==> src/rtl/mem_arb_pkg.sv <==
// Shared types for the memory-port arbiter: FSM state encoding and port identifiers.
package mem_arb_pkg;

  typedef enum logic [1:0] {
    ST_IDLE  = 2'd0,
    ST_ISSUE = 2'd1,
    ST_WAIT  = 2'd2
  } state_t;

  localparam int PORT_CPU = 0;
  localparam int PORT_LD  = 1;

  function automatic logic [1:0] port_sel(input logic port);
    return port ? 2'b10 : 2'b01;
  endfunction

endpackage

==> src/rtl/rr_arb2.sv <==
// Two-way round-robin pick, combinational from req; pointer toggles only when a contended pick is taken.
// A single requester always wins; pointer resets to prefer port 0.
module rr_arb2 (
  input  logic       clock,
  input  logic       reset_n,
  input  logic [1:0] req,
  input  logic       take,
  output logic       pick,
  output logic       pick_vld
);

  logic ptr;

  assign pick_vld = |req;
  assign pick     = (req == 2'b11) ? ptr : req[1];

  always_ff @(posedge clock) begin
    if (!reset_n) begin
      ptr <= 1'b0;
    end else if (take && req == 2'b11) begin
      ptr <= ~ptr;
    end
  end

endmodule

==> src/rtl/mem_port_arbiter.sv <==
// Round-robin sharing of one memory port between CPU (port 0) and loader (port 1); gnt at t+1, rvalid MEM_LAT cycles after gnt.
// One transaction in flight, requesters hold req until gnt; MEM_ARB_PERF_EN adds saturating grant/conflict counters.
module mem_port_arbiter
  import mem_arb_pkg::*;
#(
  parameter int ADDR_W  = 16,
  parameter int DATA_W  = 16,
  parameter int MEM_LAT = 1
) (
  input  logic              clock,
  input  logic              reset_n,
  input  logic [1:0]        req,
  input  logic [1:0]        we,
  input  logic [ADDR_W-1:0] addr0,
  input  logic [ADDR_W-1:0] addr1,
  input  logic [DATA_W-1:0] wdata0,
  input  logic [DATA_W-1:0] wdata1,
  output logic [1:0]        gnt,
  output logic [1:0]        rvalid,
  output logic [DATA_W-1:0] rdata,
  output logic [ADDR_W-1:0] mem_addr,
  output logic [DATA_W-1:0] mem_wdata,
  output logic              mem_read,
  output logic              mem_write,
  input  logic [DATA_W-1:0] mem_rdata
`ifdef MEM_ARB_PERF_EN
  ,
  output logic [15:0]       gnt_cnt0,
  output logic [15:0]       gnt_cnt1,
  output logic [15:0]       conflict_cnt
`endif
);

  localparam int CNT_W = $clog2(MEM_LAT + 1);

  state_t              state, state_nxt;
  logic                cmd_port;
  logic                cmd_we;
  logic [ADDR_W-1:0]   cmd_addr;
  logic [DATA_W-1:0]   cmd_wdata;
  logic [DATA_W-1:0]   rdata_q;
  logic [CNT_W-1:0]    cnt;
  logic                pick, pick_vld, take;
  logic                issue, rd_done;

  rr_arb2 u_rr (
    .clock    (clock),
    .reset_n  (reset_n),
    .req      (req),
    .take     (take),
    .pick     (pick),
    .pick_vld (pick_vld)
  );

  always_comb begin
    state_nxt = state;
    take      = 1'b0;
    case (state)
      ST_IDLE: begin
        if (pick_vld) begin
          take      = 1'b1;
          state_nxt = ST_ISSUE;
        end
      end
      ST_ISSUE: state_nxt = cmd_we ? ST_IDLE : ST_WAIT;
      ST_WAIT:  if (cnt == CNT_W'(1)) state_nxt = ST_IDLE;
      default:  state_nxt = ST_IDLE;
    endcase
  end

  always_ff @(posedge clock) begin
    if (!reset_n) begin
      state     <= ST_IDLE;
      cmd_port  <= 1'b0;
      cmd_we    <= 1'b0;
      cmd_addr  <= '0;
      cmd_wdata <= '0;
      cnt       <= '0;
      rdata_q   <= '0;
    end else begin
      state <= state_nxt;
      if (take) begin
        cmd_port  <= pick;
        cmd_we    <= we[pick];
        cmd_addr  <= pick ? addr1 : addr0;
        cmd_wdata <= pick ? wdata1 : wdata0;
      end
      if (state == ST_ISSUE) begin
        cnt <= CNT_W'(MEM_LAT);
      end else if (state == ST_WAIT) begin
        cnt <= cnt - 1'b1;
      end
      if (rd_done) rdata_q <= mem_rdata;
    end
  end

  // Strobes are qualified by reset_n so a reset landing on the data cycle drops the read.
  assign issue     = reset_n && (state == ST_ISSUE);
  assign rd_done   = reset_n && (state == ST_WAIT) && (cnt == CNT_W'(1));
  assign gnt       = issue ? port_sel(cmd_port) : 2'b00;
  assign rvalid    = rd_done ? port_sel(cmd_port) : 2'b00;
  assign mem_read  = issue && !cmd_we;
  assign mem_write = issue && cmd_we;
  assign mem_addr  = cmd_addr;
  assign mem_wdata = cmd_wdata;
  assign rdata     = rd_done ? mem_rdata : rdata_q;

`ifdef MEM_ARB_PERF_EN
  localparam logic [15:0] SAT = 16'hFFFF;

  always_ff @(posedge clock) begin
    if (!reset_n) begin
      gnt_cnt0     <= '0;
      gnt_cnt1     <= '0;
      conflict_cnt <= '0;
    end else begin
      if (gnt[PORT_CPU] && gnt_cnt0 != SAT) gnt_cnt0 <= gnt_cnt0 + 1'b1;
      if (gnt[PORT_LD] && gnt_cnt1 != SAT) gnt_cnt1 <= gnt_cnt1 + 1'b1;
      if (state == ST_IDLE && req == 2'b11 && conflict_cnt != SAT)
        conflict_cnt <= conflict_cnt + 1'b1;
    end
  end
`endif

endmodule

==> config.mk <==
export PLATFORM = sky130hd
export DESIGN_NAME = mem_port_arbiter
export DESIGN_NICKNAME = d
export VERILOG_FILES = /design/src/rtl/mem_arb_pkg.sv /design/src/rtl/rr_arb2.sv /design/src/rtl/mem_port_arbiter.sv
export SDC_FILE = /design/constraint.sdc
export NUM_CORES = 1
export LEC_CHECK = 0
export BUFFER_PORTS_ARGS = -buffer_cell sky130_fd_sc_hd__buf_2
export CAP_MARGIN = 0
export CORE_MARGIN = 1
export CORE_UTILIZATION = 41
export CTS_BUF_LIST = sky130_fd_sc_hd__clkbuf_2 sky130_fd_sc_hd__clkbuf_4 sky130_fd_sc_hd__clkbuf_8
export DETAILED_ROUTE_END_ITERATION = 8
export HOLD_SLACK_MARGIN = 0.1
export PLACE_DENSITY = 0.79
export REMOVE_ABC_BUFFERS = 1
export SYNTH_ARGS = -nofsm -noshare
export SYNTH_HDL_FRONTEND = slang
export SYNTH_HIERARCHICAL = 1
export SYNTH_SLANG_ARGS = --single-unit
export TNS_END_PERCENT = 1
==> constraint.sdc <==
create_clock -name clock -period 1.5 [get_ports clock]
set_input_delay 0.3 -clock clock [delete_from_list [all_inputs] [get_ports clock]]
set_output_delay 0.3 -clock clock [all_outputs]
set_load 0.02 [all_outputs]
Word level (Yosys, flattened, before mapping)

Index checks and enable logic that the tools add are counted.

$add $sub $neg: 1
$mul: 0
Div/mod/pow operators: 0
Magnitude comparators: 1
Equality and inequality tests: 5
Shift operators: 0
Multiplexer cells: 17
Bitwise logic cells: 1
Reductions and logical operators: 11

Operators by type and width:

| kind                                                        | number |
|---|---|
| 2-to-1 mux 16 bit                                           | 3 |
| 2-to-1 mux 2 bit                                            | 6 |
| 2-to-1 mux 1 bit                                            | 7 |
| logical AND 1 bit                                           | 6 |
| one-hot mux 2 bit (3 select lines)                          | 1 |
| equality test 2 bit (second input constant)                 | 2 |
| != test 2 bit (second input constant)                       | 2 |
| equality test 2 x 1 -> 1 bit (second input constant)        | 1 |
| zero test 2 bit                                             | 1 |
| less-than comparator 1 x 2 -> 1 bit (second input constant) | 1 |
| AND reduction 2 bit                                         | 1 |
| nonzero test 2 bit                                          | 1 |
| OR reduction 2 bit                                          | 1 |
| zero test 1 bit                                             | 1 |
| inverter 1 bit                                              | 1 |
| subtractor 1 bit (second input constant)                    | 1 |

Register bits after elaboration: 54
Latch bits: 0
RAM bits: 0
Bits in read-only memories: 0
Output and inout port bits: 54
Memories: 0

Depth between registers and ports, before layout

Gate-level depths: netlist (run 1).

Depth after elaboration: 4
Depth in mapped cells: 8
Depth with buffers taken out: 5

Hierarchy

The synthesis (run 1) kept the hierarchy.

By module, submodules not included:

| module           | instances | cells each | area each (um2) | sequential area each (um2) |
|---|---|---|---|---|
| mem_port_arbiter | 1         | 266        | 2371.0          | 1061.0 |
| rr_arb2          | 1         | 8          | 62.6            | 20.0 |

Least setup slack after synthesis (run 1)

OpenSTA, ideal clock, no wires.

Path type: reg2out
Start: reg state[0]
End: out rvalid[1]
Arrival: 1250 ps
Data required time: 1200 ps
Path slack: -50 ps
Cell stages (with the launch flop): 7
Buffers on the path: 2
Cell sequence: dfxtp_1 -> inv_1 -> ha_1 -> and3_1 -> buf_6 -> buf_6 -> and2_1

Word-level cells in the longest chain between the ends: 4

Ends and longest elaborated chain:

| element                        | line                    | text |
|---|---|---|
| start: declaration             | mem_port_arbiter.sv:36  | `state_t state, state_nxt;` |
| start signal: assignment       | mem_port_arbiter.sv:81  | `state <= state_nxt;` |
| equality test 2 bit            | mem_port_arbiter.sv:99  | `assign rd_done = reset_n && (state == ST_WAIT) && (cnt == CNT_W'(1));` |
| logical AND 1 bit (2 in a row) | mem_port_arbiter.sv:99  |  |
| 2-to-1 mux 2 bit               | mem_port_arbiter.sv:101 | `assign rvalid = rd_done ? port_sel(cmd_port) : 2'b00;` |
| end: declaration               | mem_port_arbiter.sv:19  | `output logic [1:0] rvalid,` |

Every way passes these cells.

Final worst setup path (run 1)

Start: reg state[0]
End: out rvalid[0]

Same word-level chain as after synthesis.

==> reports/metrics.cfg, run 1 <==
[sta]
hold_ws_ns = 0.271
fin_crit_sh_pct = 125
setup_viol = 40
period_minus_slack_ns = 1.87
maxSlewViolCount = 0
max_slew_margin_pct = 82.7
fin_skew_ns = 0.00288
hold_violations = 0
max_slew.worst_pin.slew_ns = 0.260
rsz0062_at_grt = true
fmax_ghz = 0.535
fin_ws_ns = -0.369

[cts]
clockBufferDepth = 2
clk_latency_ns = 0.31
clock-root-buffer = clkbuf_8
h-tree-depth = 2
cts_tree = done
clk_pin_slew_ns = 0.10
cts_sinks = 54
cts-buffers-inserted = 5

[logic_synthesis]
synth_warnings = 6
ys_ff_latch = 54
postSynthCellCount = 274
synth_area_leaders = dfxtp_1, mux2i_1, nand2_1
synth_seq_area_share_pct = 44.4
synthTopCellsByCount = dfxtp_1, nand2_1, mux2i_1
synth_top_cell_by_area = dfxtp_1
synth_ff_type = dfxtp_1
avgSynthCellArea_sq_um = 8.88
async_flop_share_pct = 0
synth_edf_count = 0
netlist_area_sq_um = 2430
netlist.area_leader.share_pct = 44.4
synth.most_common_cell = dfxtp_1
ys_types = 27

[worst_setup_path]
crit_chain = inv_2 -> ha_4 -> buf_6 -> nand3_4 -> buf_16 -> nor2_2 -> buf_6
crit_arrival_ns = 1.57
critPathCaptureType = output port
required_ns = 1.20
crit_path_max_fanout = 8
worstSetupStartpointType = register
crit_slowest_cell = dfxtp_2
path_common_cell = buf_6
critPathKind = register to output port
cpPeakStageDelay_ns = 0.34

[grt]
grt_remaining_overflow = 0
grt_max_degree = 52
grt_pass1_vias = 2468
grt.total_usage_pct = 23.5
antenna_found_initial = 0
grt_pass1_wl_um = 11300

[outcome]
violations = negative setup slack
status = finished with violations

[detailed_routing]
drcViolationCount = 0
wl_per_cell_um = 14.3
wl_met2_um = 3650
drt_first_pass_iters = 4
wl_met1_um = 2890
via_per_inst = 5.03
vias = 2528
wl_met3_um = 559
wl_um = 7220
top_layer_used = met4
final_antenna_net_count = 0
drtIter0Drc = 73

[placement]
placed_cell_area_sq_um = 3300
dpl.hpwl_um = 4580
dp_cells = 489
gp_congestion = 0.845
io_buffers = 139

[final_layout]
nets = 520
fin_util_pct = 69.2
layout-drive-gt1-share_pct = 53.6
final_cells = 503
fin_area_sq_um = 3880
area_delta_synth_final_pct = 59.4
diodes = 0
fillCellCount = 415

[run]
drv_cap = 0

[die]
die_h_um = 79.0
ioPinCount = 140
initial_utilization_pct = 43.4
dieArea_sq_um = 6250
rows = 27
die_x_um = 79.0
core_area_sq_um = 5610

[power]
pwr_density_cell_nw_per_um2 = 1250
p_leak_uw = 0.00186
ir_worst_vdd_mv = 0.791

[min_path]
hp-class = input pin to register

-- metrics by stage --
step	power (uW)	setup slack (ns)	setup TNS [ns]
after floorplan	2840	-3.00	-103.67
after global placement	3490	-0.168	-2.44
after detailed placement	3550	-0.231	-3.63
after CTS	4760	-0.306	-5.76
after global routing	5110	-0.415	-9.34
final	4840	-0.369	-6.63
-- metal layers --
metal  GRT usage [%]  vias to the layer above
met5               0                        -
met4            8.91                        0
met2            43.4                      126
li1                -                     1254
met3            6.55                       12
met1            25.1                     1136
-- cells by family (layout without fill, tap and decap cells) --
logic type | Yosys count | in the layout | synth area share [%]
compound gates | 86 | 86 | 19.5
fa+ha+maj | 4 | 4 | 2.06
buf+inv | 27 | 184 | 7.30
flops | 54 | 54 | 44.4
mux | 37 | 37 | 15.3
simple gates | 66 | 66 | 11.4
-- final timing paths --
check / cells after the start / start / slack [ns] / end
worst min-delay path: 3 / req[1] / 0.27 / u_rr/ptr
worst min register to register: 2 / u_rr/ptr / 0.48 / u_rr/ptr
worst max register to register: 8 / state[0] / -0.05 / u_rr/ptr
worst max-delay path: 7 / state[0] / -0.37 / rvalid[0]
-- timing repair --
| item | CTS | global route |
|---|---|---|
| hold buffers | 0 | 0 |
| cloned | 2 | 0 |
| endpoints found under the setup margin | 34 | 57 |
| pin swaps | 29 | 4 |
| resized for setup | 122 | 23 |
| setup buffers | 3 | 1 |
-- worst max-delay path: cells and delay by family (launching register included) --
kind | cells | cell delay, ns
simple gates | 2 | 0.27
buf+inv | 4 | 0.51
fa+ha+maj | 1 | 0.13
flops | 1 | 0.34
-- power breakdown --
group          internal, uW  total, uW  leakage [uW]  switching, uW
clock                   510       1020     0.0000591            506
combinational           807       1920       0.00135           1110
sequential             1730       1900      0.000445            175
-- cell usage in the layout, fill, tap and decap left out, drive strengths merged --
cell    netlist  routed
mux2i        36      36
inv           6       8
buf          17     170
a31oi         1       1
nand2        52      52
nand3         2       2
nand2b        1       1
dfxtp        54      54
nor2          3       3
o21ai        34      34
ha            4       4
or2           1       1
and2          3       3
nor2b         1       1
clkbuf        4       5
bufinv        0       1
a21boi       17      17
a21oi        33      33
and3          3       3
o22ai         1       1
mux2          1       1
-- sequential cells by signal (all words and copies together) (netlist names) --
register	flops
cnt	1
mem_wdata	16
cmd_we	1
u_rr/ptr	1
mem_addr	16
cmd_port	1
state	2
rdata_q	16
-- cell type report --
type | count | area (sq um) | area share (%)
multi-input combinational | 193 | 1430 | 37.0
timing repair buffer | 170 | 1130 | 29.2
sequential | 54 | 1080 | 27.9
tap | 72 | 90.1 | 2.32
clock buffer | 5 | 68.8 | 1.77
clock inverter | 3 | 47.5 | 1.23
inverter | 6 | 22.5 | 0.580
Note: power is estimated with default switching activity, not from simulation.
==> run 2: changes to the inputs <==
BUFFER_PORTS_ARGS = unset   (was -buffer_cell sky130_fd_sc_hd__buf_2)
CAP_MARGIN = unset   (was 0)
CORE_UTILIZATION = 59   (was 41)
DONT_BUFFER_PORTS = 1   (was unset)
PLACE_DENSITY = 0.78   (was 0.79)
REMOVE_ABC_BUFFERS = unset   (was 1)
==> run 2 against run 1 <==
- the run still ends with negative setup slack left
- core utilization increased by 4.5 points
- wire length decreased by 25%
- largest cell class unchanged
- largest power group is now registers
- critical path type unchanged
- worst hold slack got worse by 0.16 ns
- sequential share of layout area increased by 11 points
==> reports/metrics.cfg, run 2 (same netlist as run 1, synthesis figures left out) <==
[outcome]
status = finished with violations
violations = negative setup slack

[power]
combPwrFrac_pct = 25.0  ; -15 points
p_int_uw = 2740  ; -10%
p_leak_uw = 0.00112  ; -40%
swShare_pct = 36.1  ; -0.91 points
p_switching_uw = 1550  ; -13%
power_uw = 4300  ; -11%
pwr_density_cell_nw_per_um2 = 1530  ; +23%
ir_worst_vdd_mv = 0.972  ; +23%
seqPwrFrac_pct = 52.3  ; +13 points
pwr-share-clk_pct = 22.7  ; +1.7 points

[sta]
fin_ws_ns = -0.212  ; +0.157 ns
fin_crit_sh_pct = 114  ; -10 points
setup_viol = 22  ; -45%
rsz0062_at_grt = true
hold_violations = 0  ; unchanged
maxSlewViolCount = 0  ; unchanged
max_slew.worst_pin.slew_ns = 0.304  ; +0.0445 ns
tns_ns = -3.56  ; +3.07 ns
max_slew_margin_pct = 79.7  ; -3.0 points
period_minus_slack_ns = 1.71  ; -0.157 ns
fin_skew_ns = 0.0111  ; +0.00822 ns
fmax_ghz = 0.584  ; +9.2%

[placement]
gp_congestion = 0.763  ; -9.6%
placed_cell_area_sq_um = 2490  ; -25%
io_buffers = 0  ; -100%
dpl.hpwl_um = 3550  ; -23%

[final_layout]
fin_area_sq_um = 2800  ; -28%
nets = 362  ; -30%
layout_common_cells = dfxtp_1, mux2i_1, a21oi_1
layout_commonest_cell = dfxtp_1
final-seq-area_sq_um = 1080  ; unchanged
diodes = 0  ; unchanged
area_delta_synth_final_pct = 15.0
layout-drive-gt1-share_pct = 23.4  ; -30 points
fin_util_pct = 73.7  ; +4.5 points
multi_input_area_sq_um = 1360  ; -5.1%
fillCellCount = 279  ; -33%

[grt]
grtUsageMet1_pct = 25.6  ; +0.53 points
grt-busiest-layer = met2
grt_max_degree = 62  ; +19%
grt_pass1_vias = 1767  ; -28%
grtUsageMet2_pct = 42.1  ; -1.4 points
grt_pass1_wl_um = 7870  ; -30%
grt_remaining_overflow = 0  ; unchanged
use_met3_pct = 7.07  ; +0.52 points
grt.total_usage_pct = 24.0  ; +0.47 points
antenna_found_initial = 0  ; unchanged

[die]
dieArea_sq_um = 4390  ; -30%
die_h_um = 66.2  ; -16%
core_area_sq_um = 3800  ; -32%
die_x_um = 66.2  ; -16%
ioPinCount = 140  ; unchanged
initial_utilization_pct = 64.1  ; +21 points
rows = 22  ; -19%

[detailed_routing]
drt_first_pass_iters = 4  ; unchanged
vias = 1890  ; -25%
final_antenna_net_count = 0  ; unchanged
drtIter0Drc = 56  ; -23%
via_per_inst = 5.89  ; +17%
wl_um = 5400  ; -25%
drcViolationCount = 0  ; unchanged
wl_per_cell_um = 16.8  ; +17%

[min_path]
hold_depth = 2  ; -1
min-delay-start = reset_n
holdPathEnd = mem_addr[13]
hp-class = input pin to register

[cts]
h-tree-depth = 2  ; unchanged
cts_tree = done
clk_pin_slew_ns = 0.09  ; about the same
clock-root-buffer = clkbuf_8
clk_latency_ns = 0.30  ; about the same
cts_sinks = 54  ; unchanged
cts-buffers-inserted = 5  ; unchanged
clockBufferDepth = 2  ; unchanged
cts_hold_buf = 0  ; unchanged

[worst_setup_path]
crit_arrival_ns = 1.41  ; -0.16 ns
worstSetupStartpointType = register
critPathCaptureType = output port
r2r_slack_ns = -0.01  ; +0.04 ns
crit_path_max_fanout = 8  ; unchanged
critPathKind = register to output port
required_ns = 1.20  ; about the same
timing.reg2reg.worst_path_depth = 7  ; -1
r2r-start = state[0]
timing.rr.end = state[1]

[run]
drv_cap = 0  ; unchanged

[logic_synthesis]
syn_nets = 364

[run 2: cell types whose count changed in the layout (fill, tap and decap cells not counted), moves of 3 or more]
| cell | change |
|---|---|
| buf_2 | -118 |
| buf_4 | -20 |
| buf_6 | -20 |
| nand2_1 | +7 |
| nand2_2 | +3 |
| nand2_4 | -10 |
| o21ai_0 | +22 |
| o21ai_1 | -19 |
| o21ai_2 | -3 |
[run 2: area by class of cell]
cell class / count / area share, %
sequential: 54 / 38.7
inverter: 6 / 0.805
tap: 48 / 2.15
clock inverter: 1 / 1.07
multi-input combinational: 193 / 48.6
clock buffer: 7 / 3.00
timing repair buffer: 12 / 5.63
[run 2: power by group through the flow]
stage / Clock (uW) / Combinational, uW / Sequential [uW]
3_5_place_dp: 0 / 937 / 2250
5_1_grt: 1050 / 1190 / 2280
2_1_floorplan: 0 / 803 / 2180
6_report: 975 / 1070 / 2250
4_1_cts: 993 / 1010 / 2240
3_3_place_gp: 0 / 882 / 2240
[run 2: critical path, cell delays in order (launching register included)]
cell	delay, ns
dfxtp_2	0.34
inv_2	0.07
ha_4	0.15
and3_4	0.22
clkbuf_16	0.16
nand2_2	0.08
nand2_4	0.10
[run 2: through the flow]
| stage | hold WS, ns | setup slack [ns] | instances |
|---|---|---|---|
| after floorplan | 0.446 | 0.00497 | 274 |
| after global placement | 0.433 | 0.00128 | 309 |
| after detailed placement | 0.444 | -0.0301 | 309 |
| after CTS | 0.124 | -0.206 | 319 |
| after global routing | 0.107 | -0.285 | 321 |
| final | 0.111 | -0.212 | 321 |
[run 2: repair_timing]
item	CTS	global route
pin swaps	2	9
resized for setup	22	30
endpoints found under the setup margin	22	53
cloned	0	1
setup buffers	2	1
[run 2: worst max-delay path by stage]
stage | start | endpoint | slack (ns) | cells after the start
detailed placement | state[0] | rdata[13] | -0.03 | 5
CTS | state[0] | rdata[8] | -0.21 | 6
global route | state[0] | rdata[10] | -0.28 | 6
floorplan | state[0] | rvalid[0] | 0.005 | 5
global placement | state[0] | rdata[14] | 0.001 | 5
finish | state[0] | rdata[5] | -0.21 | 6
[run 2: layer usage]
metal | up-vias | part of all wire, %
met5 | - | 0
met4 | 0 | 3.0
met3 | 15 | 7.1
met2 | 98 | 50
met1 | 843 | 40
li1 | 934 | -
==> run 3: changes to the inputs <==
REMOVE_ABC_BUFFERS = 1   (was unset)
SYNTH_HIERARCHICAL = unset   (was 1)
==> run 3 against run 2 <==
- the run still ends with negative setup slack left
- worst hold slack improved by 0.022 ns
- die area rose by 0.35%
- via count rose by 13%
- sequential power fell by 14%
- design area fell by 1.3%
- synthesized cell count rose by 1.8%
==> reports/metrics.cfg, run 3 <==
[outcome]
status = finished with violations
violations = negative setup slack

[logic_synthesis]
synth.most_common_cell = o21ai_0
synth_area_leaders = dfxtp_1, o21ai_0, a31oi_1
netlist.area_leader.share_pct = 44.3  ; -0.16 points
netlist_area_sq_um = 2440  ; +0.36%
synth_warnings = 0  ; -6
synth_edf_count = 0  ; unchanged
async_flop_share_pct = 0  ; unchanged
postSynthCellCount = 279  ; +1.8%
synth_top_cell_by_area = dfxtp_1
ys_types = 27  ; unchanged
synth_seq_area_share_pct = 44.3  ; -0.16 points
synth_ff_type = dfxtp_1
avgSynthCellArea_sq_um = 8.75  ; -1.4%
ys_ff_latch = 54  ; unchanged
synthTopCellsByCount = o21ai_0, dfxtp_1, a21oi_1, a31oi_1, clkbuf_1

[die]
ioPinCount = 140  ; unchanged
initial_utilization_pct = 61.1  ; -3.0 points
die_h_um = 66.3  ; +0.17%
die_x_um = 66.3  ; +0.17%
dieArea_sq_um = 4400  ; +0.35%
rows = 23  ; +4.5%
core_area_sq_um = 4000  ; +5.3%

[final_layout]
layout_commonest_cell = o21ai_0
final-seq-area_sq_um = 1080  ; unchanged
layout-drive-gt1-share_pct = 20.2  ; -3.2 points
fillCellCount = 317  ; +14%
nets = 366  ; +1.1%
multi_input_area_sq_um = 1290  ; -5.5%
layout_common_cells = o21ai_0, dfxtp_1, a31oi_1, a21oi_1, and2_1
diodes = 0  ; unchanged
area_delta_synth_final_pct = 13.2

[power]
p_switching_uw = 1180  ; -24%
seqPwrFrac_pct = 53.1  ; +0.8 points
pwr_density_cell_nw_per_um2 = 1320  ; -14%
swShare_pct = 32.3  ; -3.8 points
p_int_uw = 2470  ; -9.8%
pwr-share-clk_pct = 26.5  ; +3.8 points
ir_worst_vdd_mv = 0.920  ; -5.4%
p_leak_uw = 0.00110  ; -2.3%
combPwrFrac_pct = 20.4  ; -4.6 points

[placement]
gp_congestion = 0.768  ; +0.65%
io_buffers = 0  ; unchanged
dpl.hpwl_um = 4030  ; +13%
dp_worst_setup_slack_ns = -0.120  ; -0.0899 ns

[sta]
fin_skew_ns = 0.00506  ; -0.00605 ns
rsz0062_at_grt = true
max_slew.worst_pin.slew_ns = 0.372  ; +0.0681 ns
fin_crit_sh_pct = 118  ; +3.8 points
period_minus_slack_ns = 1.77  ; +0.0571 ns
hold_ws_ns = 0.132  ; +0.0216 ns
hold_violations = 0  ; unchanged
fin_ws_ns = -0.269  ; -0.0571 ns
fmax_ghz = 0.565  ; -3.2%
max_slew_margin_pct = 75.1  ; -4.6 points
maxSlewViolCount = 0  ; unchanged
setup_viol = 22  ; unchanged

[detailed_routing]
wl_per_cell_um = 19.4  ; +15%
via_per_inst = 6.54  ; +11%
vias = 2137  ; +13%
final_antenna_net_count = 0  ; unchanged
wl_um = 6340  ; +17%
drtIter0Drc = 119  ; +110%
drt_first_pass_iters = 4  ; unchanged
drcViolationCount = 0  ; unchanged

[worst_setup_path]
critPathKind = register to output port
critPathCaptureType = output port
timing.rr.end = rdata_q[6]
crit_arrival_ns = 1.47  ; +0.06 ns
required_ns = 1.20  ; about the same
timing.reg2reg.worst_path_depth = 6  ; -1
worstSetupStartpointType = register
crit_path_max_fanout = 8  ; unchanged
r2r-start = state[0]
r2r_slack_ns = 0.04  ; +0.05 ns

[grt]
grt_pass1_wl_um = 9350  ; +19%
antenna_found_initial = 0  ; unchanged
grt_remaining_overflow = 0  ; unchanged
grt_max_degree = 58  ; -6.5%
grt_pass1_vias = 1949  ; +10%
grt.total_usage_pct = 28.1  ; +4.1 points

[min_path]
holdPathEnd = rdata_q[9]
min-delay-start = reset_n
hold_depth = 1  ; -1
hp-class = input pin to register

[cts]
h-tree-depth = 2  ; unchanged
cts-buffers-inserted = 5  ; unchanged
clk_pin_slew_ns = 0.09  ; about the same
clk_latency_ns = 0.29  ; about the same
cts_sinks = 54  ; unchanged
clock-root-buffer = clkbuf_8
cts_tree = done
cts_hold_buf = 0  ; unchanged
clockBufferDepth = 2  ; unchanged

[run]
drv_cap = 0  ; unchanged

==> run 3: worst max path at each step <==
stage,cells past startpoint,endpoint,slack [ns],start
2_1_floorplan,4,rdata[0],-0.04,state[0]
3_3_place_gp,4,rdata[14],-0.08,state[0]
3_5_place_dp,4,rdata[15],-0.12,state[0]
4_1_cts,5,rdata[10],-0.28,state[0]
5_1_grt,7,rvalid[1],-0.32,state[0]
6_report,5,rdata[10],-0.27,state[0]
==> run 3: per-layer routing <==
| metal | vias up | share of wire, % | track usage, % |
|---|---|---|---|
| li1 | 1004 | - | - |
| met1 | 998 | 41 | 34.8 |
| met2 | 126 | 49 | 46.4 |
| met3 | 9 | 8.8 | 7.76 |
| met4 | 0 | 1.4 | 9.84 |
| met5 | - | 0 | 0 |
==> run 3: power by group through the flow <==
stage / clock, uW / sequential [uW] / combinational, uW
floorplan: 0 / 1920 / 490
global placement: 0 / 1950 / 674
detailed placement: 0 / 1960 / 695
CTS: 988 / 1930 / 718
global route: 1040 / 1960 / 841
finish: 969 / 1940 / 745
==> run 3: layout make-up <==
type | instances | share of cell area (%)
inverter | 5 | 0.679
sequential | 54 | 39.2
timing repair buffer | 18 | 7.24
tap | 50 | 2.26
multi-input combinational | 193 | 46.5
clock buffer | 6 | 2.99
clock inverter | 1 | 1.09
==> run 3: per-stage QoR <==
| stage | area, sq um | power (uW) | utilization, % | setup TNS, ns | instances |
|---|---|---|---|---|---|
| final | 2760 | 3650 | 69.1 | -5.08 | 327 |
| after global routing | 2760 | 3840 | 69.1 | -6.43 | 327 |
| after global placement | 2500 | 2630 | 62.6 | -1.46 | 316 |
| after detailed placement | 2500 | 2650 | 62.6 | -2.67 | 316 |
| after CTS | 2730 | 3640 | 68.3 | -5.25 | 327 |
| after floorplan | 2320 | 2410 | - | -0.544 | 252 |
==> run 3: kinds of logic (layout without fill, tap and decap cells) <==
kind of cell	count (synthesis)	in the layout	share of synthesized area [%]
multiplexers	17	17	9.07
flip-flops	54	54	44.3
adder cells (fa/ha/maj)	3	3	1.54
XOR/XNOR	1	1	0.359
AO/OA/AOI/OAI	140	140	31.0
buffers and inverters	32	30	5.69
AND/OR/NAND/NOR	32	32	8.04
==> run 3: what timing repair did <==
item / 4_1_cts / 5_1_grt
endpoints found under the setup margin: 38 / 55
setup buffers: 3 / 0
pin swaps: 3 / 1
resized for setup: 18 / 9
gates cloned: 1 / 0
==> run 3: critical path, cell delays in order, from the launching register on <==
cell and delay, ns:
dfxtp_2 0.34, inv_2 0.07, ha_4 0.13, nand3_4 0.11, buf_12 0.18, mux2_4 0.34
